**src/rtl/tank_pkg.sv**
```systemverilog
// ---------------------------------------------------------------------------
// tank_pkg
// Shared definitions for the tank movement command path.
//   dir_e      : 2-bit heading encoding consumed by the tank (direction[1:0])
//   state_e    : states of the tank_move_ctrl request FSM
//   COORD_W    : width of one grid coordinate
//   MAP_ADDR_W : width of the wall-map address {y, x}
//   map_addr_of: packs a grid cell into a wall-map address
// ---------------------------------------------------------------------------
package tank_pkg;

    localparam int unsigned COORD_W    = 4;
    localparam int unsigned MAP_ADDR_W = 2 * COORD_W;

    typedef enum logic [1:0] {
        DIR_UP    = 2'd0,
        DIR_DOWN  = 2'd1,
        DIR_LEFT  = 2'd2,
        DIR_RIGHT = 2'd3
    } dir_e;

    typedef enum logic [2:0] {
        ST_IDLE   = 3'd0,
        ST_LOOKUP = 3'd1,
        ST_CHECK  = 3'd2,
        ST_ISSUE  = 3'd3,
        ST_WAIT   = 3'd4
    } state_e;

    function automatic logic [MAP_ADDR_W-1:0] map_addr_of(
        input logic [COORD_W-1:0] y,
        input logic [COORD_W-1:0] x
    );
        return {y, x};
    endfunction

endpackage

```
**src/rtl/tank_target_calc.sv**
```systemverilog
// ---------------------------------------------------------------------------
// tank_target_calc
// Combinational neighbour-cell calculation for a requested move.
//   cmd_dir  in  2  heading of the requested move (dir_e encoding)
//   tank_x   in  4  current grid x
//   tank_y   in  4  current grid y
//   tx       out 4  target grid x
//   ty       out 4  target grid y
//   in_range out 1  target lies inside 0..GRID_MAX_X / 0..GRID_MAX_Y
// ---------------------------------------------------------------------------
module tank_target_calc
    import tank_pkg::*;
#(
    parameter int unsigned GRID_MAX_X = 15,
    parameter int unsigned GRID_MAX_Y = 15
) (
    input  logic [1:0]         cmd_dir,
    input  logic [COORD_W-1:0] tank_x,
    input  logic [COORD_W-1:0] tank_y,
    output logic [COORD_W-1:0] tx,
    output logic [COORD_W-1:0] ty,
    output logic               in_range
);

    always_comb begin
        tx       = tank_x;
        ty       = tank_y;
        in_range = 1'b1;
        case (cmd_dir)
            DIR_UP: begin
                ty       = tank_y - 1'b1;
                in_range = (tank_y != '0);
            end
            DIR_DOWN: begin
                ty       = tank_y + 1'b1;
                in_range = (32'(tank_y) < GRID_MAX_Y);
            end
            DIR_LEFT: begin
                tx       = tank_x - 1'b1;
                in_range = (tank_x != '0);
            end
            default: begin
                tx       = tank_x + 1'b1;
                in_range = (32'(tank_x) < GRID_MAX_X);
            end
        endcase
    end

endmodule

```
**src/rtl/tank_move_ctrl.sv**
```systemverilog
// ---------------------------------------------------------------------------
// tank_move_ctrl
// Turns debounced key levels into one move request per tank handshake,
// after bounds-checking the target cell and looking it up in the wall map.
//   clk, resetn                 clock, asynchronous active-low reset
//   key_up/down/left/right  in  key levels, priority up > down > left > right
//   tank_x, tank_y          in  current tank grid cell
//   tank_moving             in  tank busy flag
//   map_addr                out wall-map read address {y, x}
//   map_wall                in  wall bit, one cycle after map_addr
//   direction               out {move request, heading}
//   facing                  out last requested heading
//   blocked                 out one-cycle pulse on a refused move
//   ack_err                 out one-cycle pulse when the tank never acknowledged
// ---------------------------------------------------------------------------
module tank_move_ctrl
    import tank_pkg::*;
#(
    parameter int unsigned GRID_MAX_X   = 15,
    parameter int unsigned GRID_MAX_Y   = 15,
    parameter int unsigned ACK_TIMEOUT  = 16,
    parameter logic [1:0]  RESET_FACING = 2'd0
) (
    input  logic                  clk,
    input  logic                  resetn,
    input  logic                  key_up,
    input  logic                  key_down,
    input  logic                  key_left,
    input  logic                  key_right,
    input  logic [COORD_W-1:0]    tank_x,
    input  logic [COORD_W-1:0]    tank_y,
    input  logic                  tank_moving,
    output logic [MAP_ADDR_W-1:0] map_addr,
    input  logic                  map_wall,
    output logic [2:0]            direction,
    output logic [1:0]            facing,
    output logic                  blocked,
    output logic                  ack_err
);

    localparam int unsigned  CNT_W    = $clog2(ACK_TIMEOUT + 1);
    localparam logic [CNT_W-1:0] CNT_LAST = CNT_W'(ACK_TIMEOUT - 1);

    state_e                state_q, state_d;
    dir_e                  cmd_dir_q, cmd_dir_d;
    logic [1:0]            facing_q, facing_d;
    logic [MAP_ADDR_W-1:0] map_addr_q, map_addr_d;
    logic [2:0]            dir_q, dir_d;
    logic                  blocked_q, blocked_d;
    logic                  ack_err_q, ack_err_d;
    logic [CNT_W-1:0]      cnt_q, cnt_d;

    logic                  key_any;
    dir_e                  key_dir;
    logic [COORD_W-1:0]    tx, ty;
    logic                  in_range;

    always_comb begin
        key_any = key_up | key_down | key_left | key_right;
        key_dir = DIR_RIGHT;
        if (key_up)        key_dir = DIR_UP;
        else if (key_down) key_dir = DIR_DOWN;
        else if (key_left) key_dir = DIR_LEFT;
    end

    // Target is only consumed in IDLE, where the key choice is the heading
    // about to be latched, so the live key selection feeds the calculator.
    tank_target_calc #(
        .GRID_MAX_X (GRID_MAX_X),
        .GRID_MAX_Y (GRID_MAX_Y)
    ) u_target (
        .cmd_dir  (key_dir),
        .tank_x   (tank_x),
        .tank_y   (tank_y),
        .tx       (tx),
        .ty       (ty),
        .in_range (in_range)
    );

    always_ff @(posedge clk or negedge resetn) begin
        if (!resetn) begin
            state_q    <= ST_IDLE;
            cmd_dir_q  <= DIR_UP;
            facing_q   <= RESET_FACING;
            map_addr_q <= '0;
            dir_q      <= '0;
            blocked_q  <= 1'b0;
            ack_err_q  <= 1'b0;
            cnt_q      <= '0;
        end else begin
            state_q    <= state_d;
            cmd_dir_q  <= cmd_dir_d;
            facing_q   <= facing_d;
            map_addr_q <= map_addr_d;
            dir_q      <= dir_d;
            blocked_q  <= blocked_d;
            ack_err_q  <= ack_err_d;
            cnt_q      <= cnt_d;
        end
    end

    always_comb begin
        state_d    = state_q;
        cmd_dir_d  = cmd_dir_q;
        facing_d   = facing_q;
        map_addr_d = map_addr_q;
        dir_d      = dir_q;
        blocked_d  = 1'b0;
        ack_err_d  = 1'b0;
        cnt_d      = cnt_q;
        unique case (state_q)
            ST_IDLE: begin
                if (key_any && !tank_moving) begin
                    cmd_dir_d = key_dir;
                    facing_d  = key_dir;
                    if (!in_range) begin
                        blocked_d = 1'b1;
                    end else begin
                        map_addr_d = map_addr_of(ty, tx);
                        state_d    = ST_LOOKUP;
                    end
                end
            end
            ST_LOOKUP: state_d = ST_CHECK;
            ST_CHECK: begin
                if (map_wall) begin
                    blocked_d = 1'b1;
                    state_d   = ST_IDLE;
                end else begin
                    dir_d   = {1'b1, cmd_dir_q};
                    cnt_d   = '0;
                    state_d = ST_ISSUE;
                end
            end
            ST_ISSUE: begin
                // Acknowledge wins over a timeout landing on the same edge.
                if (tank_moving) begin
                    dir_d   = {1'b0, cmd_dir_q};
                    state_d = ST_WAIT;
                end else if (cnt_q == CNT_LAST) begin
                    ack_err_d = 1'b1;
                    dir_d     = '0;
                    state_d   = ST_IDLE;
                end else begin
                    cnt_d = cnt_q + 1'b1;
                end
            end
            ST_WAIT: begin
                if (!tank_moving) begin
                    dir_d   = '0;
                    state_d = ST_IDLE;
                end
            end
            default: begin
                dir_d   = '0;
                state_d = ST_IDLE;
            end
        endcase
    end

    assign map_addr  = map_addr_q;
    assign direction = dir_q;
    assign facing    = facing_q;
    assign blocked   = blocked_q;
    assign ack_err   = ack_err_q;

endmodule

```
**config.mk**
```make
export PLATFORM = sky130hd
export DESIGN_NAME = tank_move_ctrl
export DESIGN_NICKNAME = d
export VERILOG_FILES = /design/src/rtl/tank_pkg.sv /design/src/rtl/tank_target_calc.sv /design/src/rtl/tank_move_ctrl.sv
export SDC_FILE = /design/constraint.sdc
export NUM_CORES = 1
export LEC_CHECK = 0
export BUFFER_PORTS_ARGS = -buffer_cell sky130_fd_sc_hd__buf_4
export CAP_MARGIN = 20
export CORE_AREA = 2 2 49 69
export DETAILED_ROUTE_END_ITERATION = 10
export DIE_AREA = 0 0 51 71
export PLACE_DENSITY = 0.69
export SYNTH_ARGS = -nofsm -noshare
export SYNTH_HDL_FRONTEND = slang
export SYNTH_SLANG_ARGS = --single-unit
```
**constraint.sdc**
```tcl
create_clock -name clk -period 2.07 [get_ports clk]
set_clock_uncertainty 0.2 [all_clocks]
set_input_delay 0.3105 -clock clk [delete_from_list [all_inputs] [get_ports clk]]
set_output_delay 0.3105 -clock clk [all_outputs]
set_load 0.1 [all_outputs]
```
==> flow_metrics.tcl, run 1 <==
set metrics [dict create \
    drt_pass1_iterations 4 \
    drt-wirelength-per-cell_um 13.1 \
    cts_tree "done" \
    ys_types 37 \
    rows 24 \
    layout_commonest_cell "buf_4" \
    die_h_um 71 \
    fin_tns_setup_ns 0 \
    synthTopCellsByArea "dfrtp_1 42%, mux2_4 6.5%, ha_1 5.4%, xnor2_1 3.8%, o21ai_0 3.3%" \
    worstMarginPinSlew_ns 0.420 \
    hold_slack_ns 0.102 \
    final_layout_size_suffix_gt1_share_pct 40.5 \
    syn_area_sq_um 1380 \
    netlist.top_cell.by_area "dfrtp_1" \
    start_kind "input port" \
    highest_layer "met4" \
    pin_count 31 \
    dieWidth_um 51 \
    clockRootBuffer "clkbuf_8" \
    rr_endpoint "cnt_q[4]" \
    clock_latency_ns 0.26 \
    period_needed_ns 1.97 \
    ys_ff_latch 23 \
    grt_pass1_wl_um 5120 \
    finalPower_mw 2.78 \
    ant_nets 0 \
    cp-startpoint "key_up" \
    path_max_fanout 4 \
    clk_pin_slew_ns 0.08 \
    clock_path_buffers 2 \
    drc 0 \
    stdcell_count 224 \
    core_sq_um 3030 \
    clock-sinks 23 \
    grt_max_degree 24 \
    syn2layout_area_growth_pct 37.4 \
    grt_usage_pct 18.4 \
    n_antenna_cell 0 \
    num_vias 1154 \
    clock_power_share_pct 9.7 \
    dp_hpwl_um 2340 \
    postPlaceCellArea_sq_um 1830 \
    ys_warn_count 0 \
    cp-end-kind "flip-flop" \
    cp_data_arrival_time_ns 1.92 \
    cp.required_ns 2.02 \
    rr_startpoint "cnt_q[1]" \
    htree_num_levels 1 \
    drt-initial-drc-count 17 \
    report.final.slew_viol_count 0 \
    wl_met3_um 102 \
    slew_headroom_pct 71.6 \
    postLayoutCoreUtil_pct 62.6 \
    fmax_ghz 0.507 \
    seq_power_share_pct 27.4 \
    wl_met1_um 1130 \
    cap_violations 0 \
    switching_power_mw 1.54 \
    swShare_pct 55.5 \
    post_drt_via_cell_ratio 5.15 \
    setup_viol 0 \
    hold_viol_final 0 \
    final_cell_mix "48 x buf_4, 23 x dfrtp_1, 11 x inv_1, 9 x o21ai_0, 8 x a21oi_1" \
    synth_ff_type "dfrtp_1" \
    antenna_found_initial 0 \
    fill_cells 263 \
    overflow 0 \
    timing.final.crit_share_pct 95.3 \
    design_area_sq_um 1900 \
    cts_buffers 3 \
    final_nets 210 \
    gp_congestion 0.865 \
    ys_seq_area_share_pct 41.7 \
    combPwrFrac_pct 63.0 \
    rrSetupSlack_ns 0.1 \
    synth_edf_count 0 \
    ff2ff_path_depth 6 \
    rsz0062_at_grt "false" \
    status "finished, final reports clean" \
    hp-class "input port to flip-flop" \
    syn_avg_cell_area_sq_um 10.2 \
    grt_pass1_vias 1205 \
    cp-endpoint "map_addr[7]" \
    crit_type "input port to flip-flop" \
    synth_fp_nets 160 \
    port_buffers 30 \
    finalWirelength_um 2930 \
    wl_met2_um 1680 \
    holdPathStages 2 \
    pre_cts_slack_ns -0.176 \
    dp.cells 219 \
    power.density_nw_per_um2 1470 \
    synth_top_area_share_pct 41.7 \
    fin_ws_ns 0.0967 \
    async_reset_ff_share_pct 100 \
    fp.dieArea_sq_um 3620 \
    leakage_nw 0.908 \
    netlist_instances 136 \
    peakVddDrop_mv 0.787 \
    internal-power_mw 1.24 \
    start_util_pct 45.5 \
]
-- routing by layer --
metal  global-route usage (%)  up-vias
met1                     20.7      545
met5                        0        -
met3                     2.11        2
met2                     34.2       27
li1                         -      580
met4                     7.21        0
-- final cells by class --
class,count,area [sq um],area share [%]
clock buffer,3,41.3,2.18
clock inverter,1,5.00,0.264
inverter,12,47.5,2.50
multi-input combinational,97,810,42.6
sequential,23,576,30.3
tap,39,48.8,2.57
timing repair buffer,49,370,19.5
-- worst max-delay path, cell delays in order --
cell	delay, ns
buf_4	0.13
inv_1	0.08
nand2_2	0.08
ha_1	0.28
a21o_1	0.17
a21oi_1	0.13
mux2_2	0.36
xnor2_1	0.12
mux2_4	0.26
-- synth_stat cells, drive strengths merged, types with 3 or more instances --
cell type	number
nor2	7
dfrtp	23
buf	3
nand2	8
a31oi	3
o21ai	10
nand3	7
xnor2	6
nand2b	3
ha	6
or3	3
nor3	5
mux2	9
a21oi	8
inv	12
-- registers in the layout (all words and copies together) (netlist names) --
name / cells
state_q: 3
direction: 3
ack_err: 1
map_addr: 8
cnt_q: 5
blocked: 1
facing: 2
-- power by group through the flow --
stage	combinational, mW	sequential (mW)	clock, mW
6_report	1.75	0.762	0.269
5_1_grt	1.83	0.792	0.302
2_1_floorplan	0.441	1.65	0
4_1_cts	1.75	0.763	0.282
3_5_place_dp	1.75	0.767	0
3_3_place_gp	1.73	0.756	0
-- kinds of logic (layout without fill, tap and decap cells) --
| kind of cell | count (synthesis) | count (layout) | synth area share (%) |
|---|---|---|---|
| adders and majority gates | 8 | 8 | 8.33 |
| DFF | 23 | 23 | 41.7 |
| and+or+nand+nor | 42 | 42 | 17.3 |
| AOI/OAI and AO/OA | 28 | 28 | 12.4 |
| xor gates and xnor gates | 8 | 8 | 5.07 |
| buffers and inverters | 16 | 65 | 4.80 |
| muxes | 11 | 11 | 10.4 |
-- what timing repair did --
action                                  CTS  global route
endpoints found under the hold margin    23             0
buffers inserted                          0             0
endpoints found under the setup margin    0             4
gates resized for setup                   0             3
hold buffers                              1             0
-- how the worst min path moves through the flow --
stage                      from          to  slack (ns)
floorplan                resetn     ack_err       -0.19
detailed placement       resetn    cnt_q[2]        0.02
global placement         resetn     blocked        0.02
finish              tank_moving  state_q[2]        0.10
global route        tank_moving  state_q[2]         0.1
CTS                 tank_moving  state_q[2]        0.09
Note: power is estimated with default switching activity, not from simulation.
==> inputs of run 2 (changes only) <==
--- a/config.mk
+++ b/config.mk
@@ -7,10 +7,10 @@
 export LEC_CHECK = 0
 export BUFFER_PORTS_ARGS = -buffer_cell sky130_fd_sc_hd__buf_4
 export CAP_MARGIN = 20
-export CORE_AREA = 2 2 49 69
+export CORE_AREA = 2 2 47 66
 export DETAILED_ROUTE_END_ITERATION = 10
-export DIE_AREA = 0 0 51 71
-export PLACE_DENSITY = 0.69
+export DIE_AREA = 0 0 49 68
+export PLACE_DENSITY = 0.72
 export SYNTH_ARGS = -nofsm -noshare
 export SYNTH_HDL_FRONTEND = slang
 export SYNTH_SLANG_ARGS = --single-unit
==> constraint.sdc (replaced) <==
create_clock -name clk -period 2.2 [get_ports clk]
set_clock_uncertainty 0.2 [all_clocks]
set_input_delay 0.33 -clock clk [delete_from_list [all_inputs] [get_ports clk]]
set_output_delay 0.33 -clock clk [all_outputs]
set_load 0.1 [all_outputs]
==> run 2 against run 1 <==
Effect of this change: global-route usage up 3.0 points; clock power shrank 2%; count of clock-buffer cells in the layout unchanged; critical path depth down 3; critical path type is now flip-flop to flip-flop; largest cell class unchanged; highest routed layer unchanged.
==> flow_metrics.tcl, run 2 (synthesized netlist as in run 1, its figures left out) <==
set metrics [dict create \
    cap_violations 0 \
    grt_pass1_wl_um 5330 \
    setup_viol 0 \
    final_cell_mix "42 x buf_4, 23 x dfrtp_1, 12 x inv_1, 9 x o21ai_0, 8 x a21oi_1" \
    dieWidth_um 49 \
    rr_endpoint "cnt_q[0]" \
    report.final.slew_viol_count 0 \
    dp.cells 211 \
    cp.required_ns 2.16 \
    start_kind "flip-flop" \
    grt_pass1_vias 1215 \
    grt_max_degree 24 \
    cts_buffers 3 \
    hold_viol_final 0 \
    clock-sinks 23 \
    swShare_pct 56.4 \
    cp_data_arrival_time_ns 2.01 \
    htree_num_levels 1 \
    gp_congestion 0.836 \
    fmax_ghz 0.487 \
    grt_usage_pct 21.4 \
    hold_slack_ns 0.124 \
    combPwrFrac_pct 62.0 \
    syn2layout_area_growth_pct 30.6 \
    timing.final.crit_share_pct 93.4 \
    antenna_found_initial 0 \
    dp_hpwl_um 2390 \
    fp.dieArea_sq_um 3330 \
    n_antenna_cell 0 \
    cp-startpoint "cnt_q[0]" \
    num_vias 1176 \
    clock_path_buffers 2 \
    crit_type "flip-flop to flip-flop" \
    start_util_pct 49.5 \
    clock_power_share_pct 10.2 \
    switching_power_mw 1.46 \
    slew_headroom_pct 72.8 \
    min_to "state_q[2]" \
    cts_setup_buffers 0 \
    holdPathStages 2 \
    drt_pass1_iterations 5 \
    port_buffers 30 \
    pin_count 31 \
    final_layout_size_suffix_gt1_share_pct 34.6 \
    clock_latency_ns 0.27 \
    rows 23 \
    die_h_um 68 \
    finalWirelength_um 3030 \
    clk_pin_slew_ns 0.08 \
    fin_ws_ns 0.145 \
    peakVddDrop_mv 0.852 \
    drt-wirelength-per-cell_um 14.0 \
    seq_power_share_pct 27.8 \
    finalPower_mw 2.59 \
    largest_reg_flops 8 \
    overflow 0 \
    multi_input_area_sq_um 766 \
    postLayoutCoreUtil_pct 64.6 \
    seqCellArea_sq_um 576 \
    rsz0062_at_grt "false" \
    core_sq_um 2790 \
    rr_startpoint "cnt_q[0]" \
    cp-end-kind "flip-flop" \
    leakage_nw 0.870 \
    power.density_nw_per_um2 1430 \
    fill_cells 240 \
    final_nets 204 \
    drc 0 \
    internal-power_mw 1.13 \
    cts_tree "done" \
    status "finished, final reports clean" \
    post_drt_via_cell_ratio 5.44 \
    stdcell_count 216 \
    worstMarginPinSlew_ns 0.403 \
    path_max_fanout 7 \
    ff2ff_path_depth 6 \
    drt-initial-drc-count 33 \
    rrSetupSlack_ns 0.14 \
    clockRootBuffer "clkbuf_8" \
    min_from "tank_moving" \
    pre_cts_slack_ns -0.0701 \
    period_needed_ns 2.06 \
    hp-class "input port to flip-flop" \
    layout_commonest_cell "buf_4" \
    ant_nets 0 \
]
-- run 2: layout make-up --
type / count / area share, %
multi-input cells: 97 / 42.4
flip-flops and latches: 23 / 31.9
repair buffers: 43 / 18.0
well taps: 37 / 2.57
inverters: 12 / 2.50
clock buffers: 3 / 2.29
clock inverters: 1 / 0.277
-- run 2: per-stage QoR --
| step | setup TNS, ns | instance area [sq um] |
|---|---|---|
| after detailed placement | -0.0975 | 1740 |
| final | 0 | 1800 |
| after global placement | -0.0411 | 1740 |
| after global routing | 0 | 1800 |
| after CTS | 0 | 1800 |
| after floorplan | 0 | 1410 |
-- run 2: power by group through the flow --
stage / Sequential [mW] / Combinational [mW] / Clock (mW)
final: 0.719 / 1.60 / 0.264
after global routing: 0.746 / 1.69 / 0.287
after CTS: 0.721 / 1.61 / 0.273
after detailed placement: 0.725 / 1.61 / 0
after global placement: 0.715 / 1.58 / 0
after floorplan: 1.55 / 0.410 / 0
-- run 2: how the worst max path moves through the flow --
stage	cells after the start	to
6_report	6	cnt_q[0]
5_1_grt	6	cnt_q[0]
4_1_cts	7	cnt_q[3]
3_5_place_dp	9	map_addr[7]
3_3_place_gp	9	map_addr[7]
2_1_floorplan	10	map_addr[3]
-- run 2: repair_timing --
action | 4_1_cts | 5_1_grt
resized for setup | 0 | 1
setup endpoints to repair | 0 | 1
hold buffers | 1 | 0
hold endpoints to repair | 23 | 0
-- run 2: per-layer routing --
| metal | up-vias | wire length, um | track usage (%) |
|---|---|---|---|
| met1 | 565 | 1060 | 21.3 |
| li1 | 560 | - | - |
| met5 | - | 0 | 0 |
| met2 | 36 | 1710 | 40.9 |
| met4 | 0 | 157 | 16.1 |
| met3 | 15 | 97 | 2.84 |
-- run 2: critical path, stage by stage (launching register included) --
cell     delay [ns]
dfrtp_1        0.42
ha_1           0.23
and3_1         0.19
ha_1           0.22
or3_1          0.49
nand3_1        0.12
o21ai_0        0.08
==> inputs of run 3 (changes only) <==
--- a/config.mk
+++ b/config.mk
@@ -5,12 +5,13 @@
 export SDC_FILE = /design/constraint.sdc
 export NUM_CORES = 1
 export LEC_CHECK = 0
+export ABC_AREA = 1
 export BUFFER_PORTS_ARGS = -buffer_cell sky130_fd_sc_hd__buf_4
 export CAP_MARGIN = 20
-export CORE_AREA = 2 2 47 66
+export CORE_AREA = 2 2 55 57
 export DETAILED_ROUTE_END_ITERATION = 10
-export DIE_AREA = 0 0 49 68
-export PLACE_DENSITY = 0.72
+export DIE_AREA = 0 0 57 59
+export PLACE_DENSITY = 0.75
 export SYNTH_ARGS = -nofsm -noshare
 export SYNTH_HDL_FRONTEND = slang
 export SYNTH_SLANG_ARGS = --single-unit
==> run 3 against run 2 <==
Effect of this change: sequential cell count unchanged; register-to-register slack better by 0.17 ns; fmax up 8.8%; area after synthesis up 5.5%; sequential power down 5.0%; non-clock buffer count down 11; global-route usage down 2.2 points; clock power down 26%; total power down 6.8%; utilization up 0.55 points; cell area down 2.1%.
==> flow_metrics.tcl, run 3 <==
set metrics [dict create \
    netlist.top_cell.by_area "dfrtp_1" \
    dp.cells 253 \
    ys_seq_area_share_pct 39.5 \
    htree_num_levels 1 \
    grt_pass1_vias 1268 \
    core_sq_um 2710 \
    grt_max_degree 24 \
    synth.most_common_cell "nand2_1" \
    clock-sinks 23 \
    final_cell_mix "65 x nand2_1, 31 x buf_4, 23 x dfrtp_1, 22 x inv_1" \
    final_layout_size_suffix_gt1_share_pct 22.5 \
    synthTopCellsByArea "dfrtp_1 39%, nand2_1 17%, inv_1 5.7%, ha_1 5.2%, o21ai_0 5.2%" \
    cp-startpoint "cnt_q[0]" \
    cp.required_ns 2.24 \
    syn_avg_cell_area_sq_um 7.63 \
    num_vias 1275 \
    synth_fp_nets 215 \
    ys_top_cells_by_count "65 x nand2_1, 23 x dfrtp_1, 22 x inv_1" \
    holdPathStages 3 \
    stdcell_count 258 \
    largest_reg_flops 8 \
    status "finished, final reports clean" \
    port_buffers 30 \
    cts_buffers 3 \
    dp_hpwl_um 2310 \
    leakage_nw 0.981 \
    cts_setup_buffers 0 \
    start_kind "flip-flop" \
    slew_headroom_pct 78.1 \
    rrSetupSlack_ns 0.31 \
    dieWidth_um 57 \
    drt_pass1_iterations 4 \
    ff2ff_path_depth 10 \
    overflow 0 \
    hold_viol_final 0 \
    clock_latency_ns 0.31 \
    ys_types 27 \
    syn_area_sq_um 1460 \
    ant_nets 0 \
    antenna_found_initial 0 \
    grt_pass1_wl_um 5140 \
    n_antenna_cell 0 \
    fp.dieArea_sq_um 3360 \
    gp_congestion 0.778 \
    netlist_instances 191 \
    synth_edf_count 0 \
    fmax_ghz 0.529 \
    min_to "blocked" \
    ys_warn_count 0 \
    drt-initial-drc-count 30 \
    drc 0 \
    ctsResizeCount 0 \
    post_drt_via_cell_ratio 4.94 \
    setup_viol 0 \
    async_reset_ff_share_pct 100 \
    finalWirelength_um 2870 \
    rsz0062_at_grt "false" \
    rr_startpoint "cnt_q[0]" \
    syn2layout_area_growth_pct 21.2 \
    synth_ff_type "dfrtp_1" \
    crit_type "flip-flop to flip-flop" \
    rows 19 \
    clockRootBuffer "clkbuf_4" \
    pin_count 31 \
    fin_tns_setup_ns 0 \
    cp_data_arrival_time_ns 1.93 \
    final_nets 252 \
    start_util_pct 53.8 \
    cts_tree "done" \
    die_h_um 59 \
    cp-end-kind "flip-flop" \
    report.final.slew_viol_count 0 \
    hp-class "input port to flip-flop" \
    min_from "map_wall" \
    fill_cells 236 \
    path_max_fanout 6 \
    clock_path_buffers 2 \
    timing.final.crit_share_pct 85.9 \
    ys_ff_latch 23 \
    rr_endpoint "cnt_q[3]" \
    synth_top_area_share_pct 39.5 \
    worstMarginPinSlew_ns 0.326 \
    cts_hold_buf 1 \
    drt-wirelength-per-cell_um 11.1 \
    cap_violations 0 \
    layout_commonest_cell "nand2_1" \
    clk_pin_slew_ns 0.14 \
    grt_usage_pct 19.2 \
    period_needed_ns 1.89 \
    power.density_nw_per_um2 1370 \
    peakVddDrop_mv 1.14 \
]
-- run 3: power by group --
group | switching (mW) | internal [mW]
Clock | 0.128 | 0.0678
Sequential | 0.103 | 0.580
Combinational | 1.20 | 0.331
Total | 1.43 | 0.978
-- run 3: kinds of logic after synthesis --
group           count (synthesis)  share of synthesized area [%]
simple gates                  107                           34.6
fa+ha+maj                       8                           7.90
xor+xnor                        5                           3.00
compound gates                 22                           7.98
buf+inv                        26                           7.04
flops                          23                           39.5
-- run 3: worst max-delay path, cell delays in order (launching register included) --
cell and delay [ns]:
dfrtp_1 0.43, ha_1 0.23, nand2_1 0.09, nor2_1 0.05
ha_1 0.17, inv_1 0.10, nand3_2 0.14, nand2_2 0.13
nand2_1 0.07, xor2_1 0.14, nor2_1 0.09
-- run 3: worst max path at each step --
| stage | end | slack (ns) | depth (start not counted) |
|---|---|---|---|
| after floorplan | map_addr[7] | 0.35 | 11 |
| after global placement | map_addr[7] | 0.19 | 12 |
| after detailed placement | map_addr[7] | 0.12 | 12 |
| after CTS | cnt_q[3] | 0.30 | 10 |
| after global routing | cnt_q[3] | 0.16 | 10 |
| final | cnt_q[3] | 0.31 | 10 |
-- run 3: area by class of cell --
| type | count | area (sq um) | area share (%) |
|---|---|---|---|
| multi-input combinational | 142 | 779 | 44.1 |
| inverter | 26 | 103 | 5.81 |
| timing repair buffer | 32 | 243 | 13.7 |
| clock buffer | 3 | 22.5 | 1.27 |
| sequential | 23 | 576 | 32.6 |
| tap | 31 | 38.8 | 2.20 |
| clock inverter | 1 | 5.00 | 0.283 |
-- run 3: metrics by stage --
step	instance area, sq um	power (mW)	worst slack [ns]	hold WS (ns)	utilization [%]
after floorplan	1460	1.89	0.350	-0.166	-
after global placement	1730	2.21	0.189	0.0346	63.8
after detailed placement	1730	2.23	0.119	0.0412	63.8
after CTS	1770	2.43	0.305	0.0253	65.2
after global routing	1770	2.56	0.162	0.0293	65.2
final	1770	2.41	0.311	0.0343	65.2
-- run 3: per-layer routing --
metal | up-vias | GRT usage [%] | part of all wire, %
li1 | 674 | - | -
met1 | 568 | 21.0 | 42
met2 | 29 | 36.8 | 52
met3 | 4 | 2.40 | 4.0
met4 | 0 | 9.30 | 1.7
met5 | - | 0 | 0
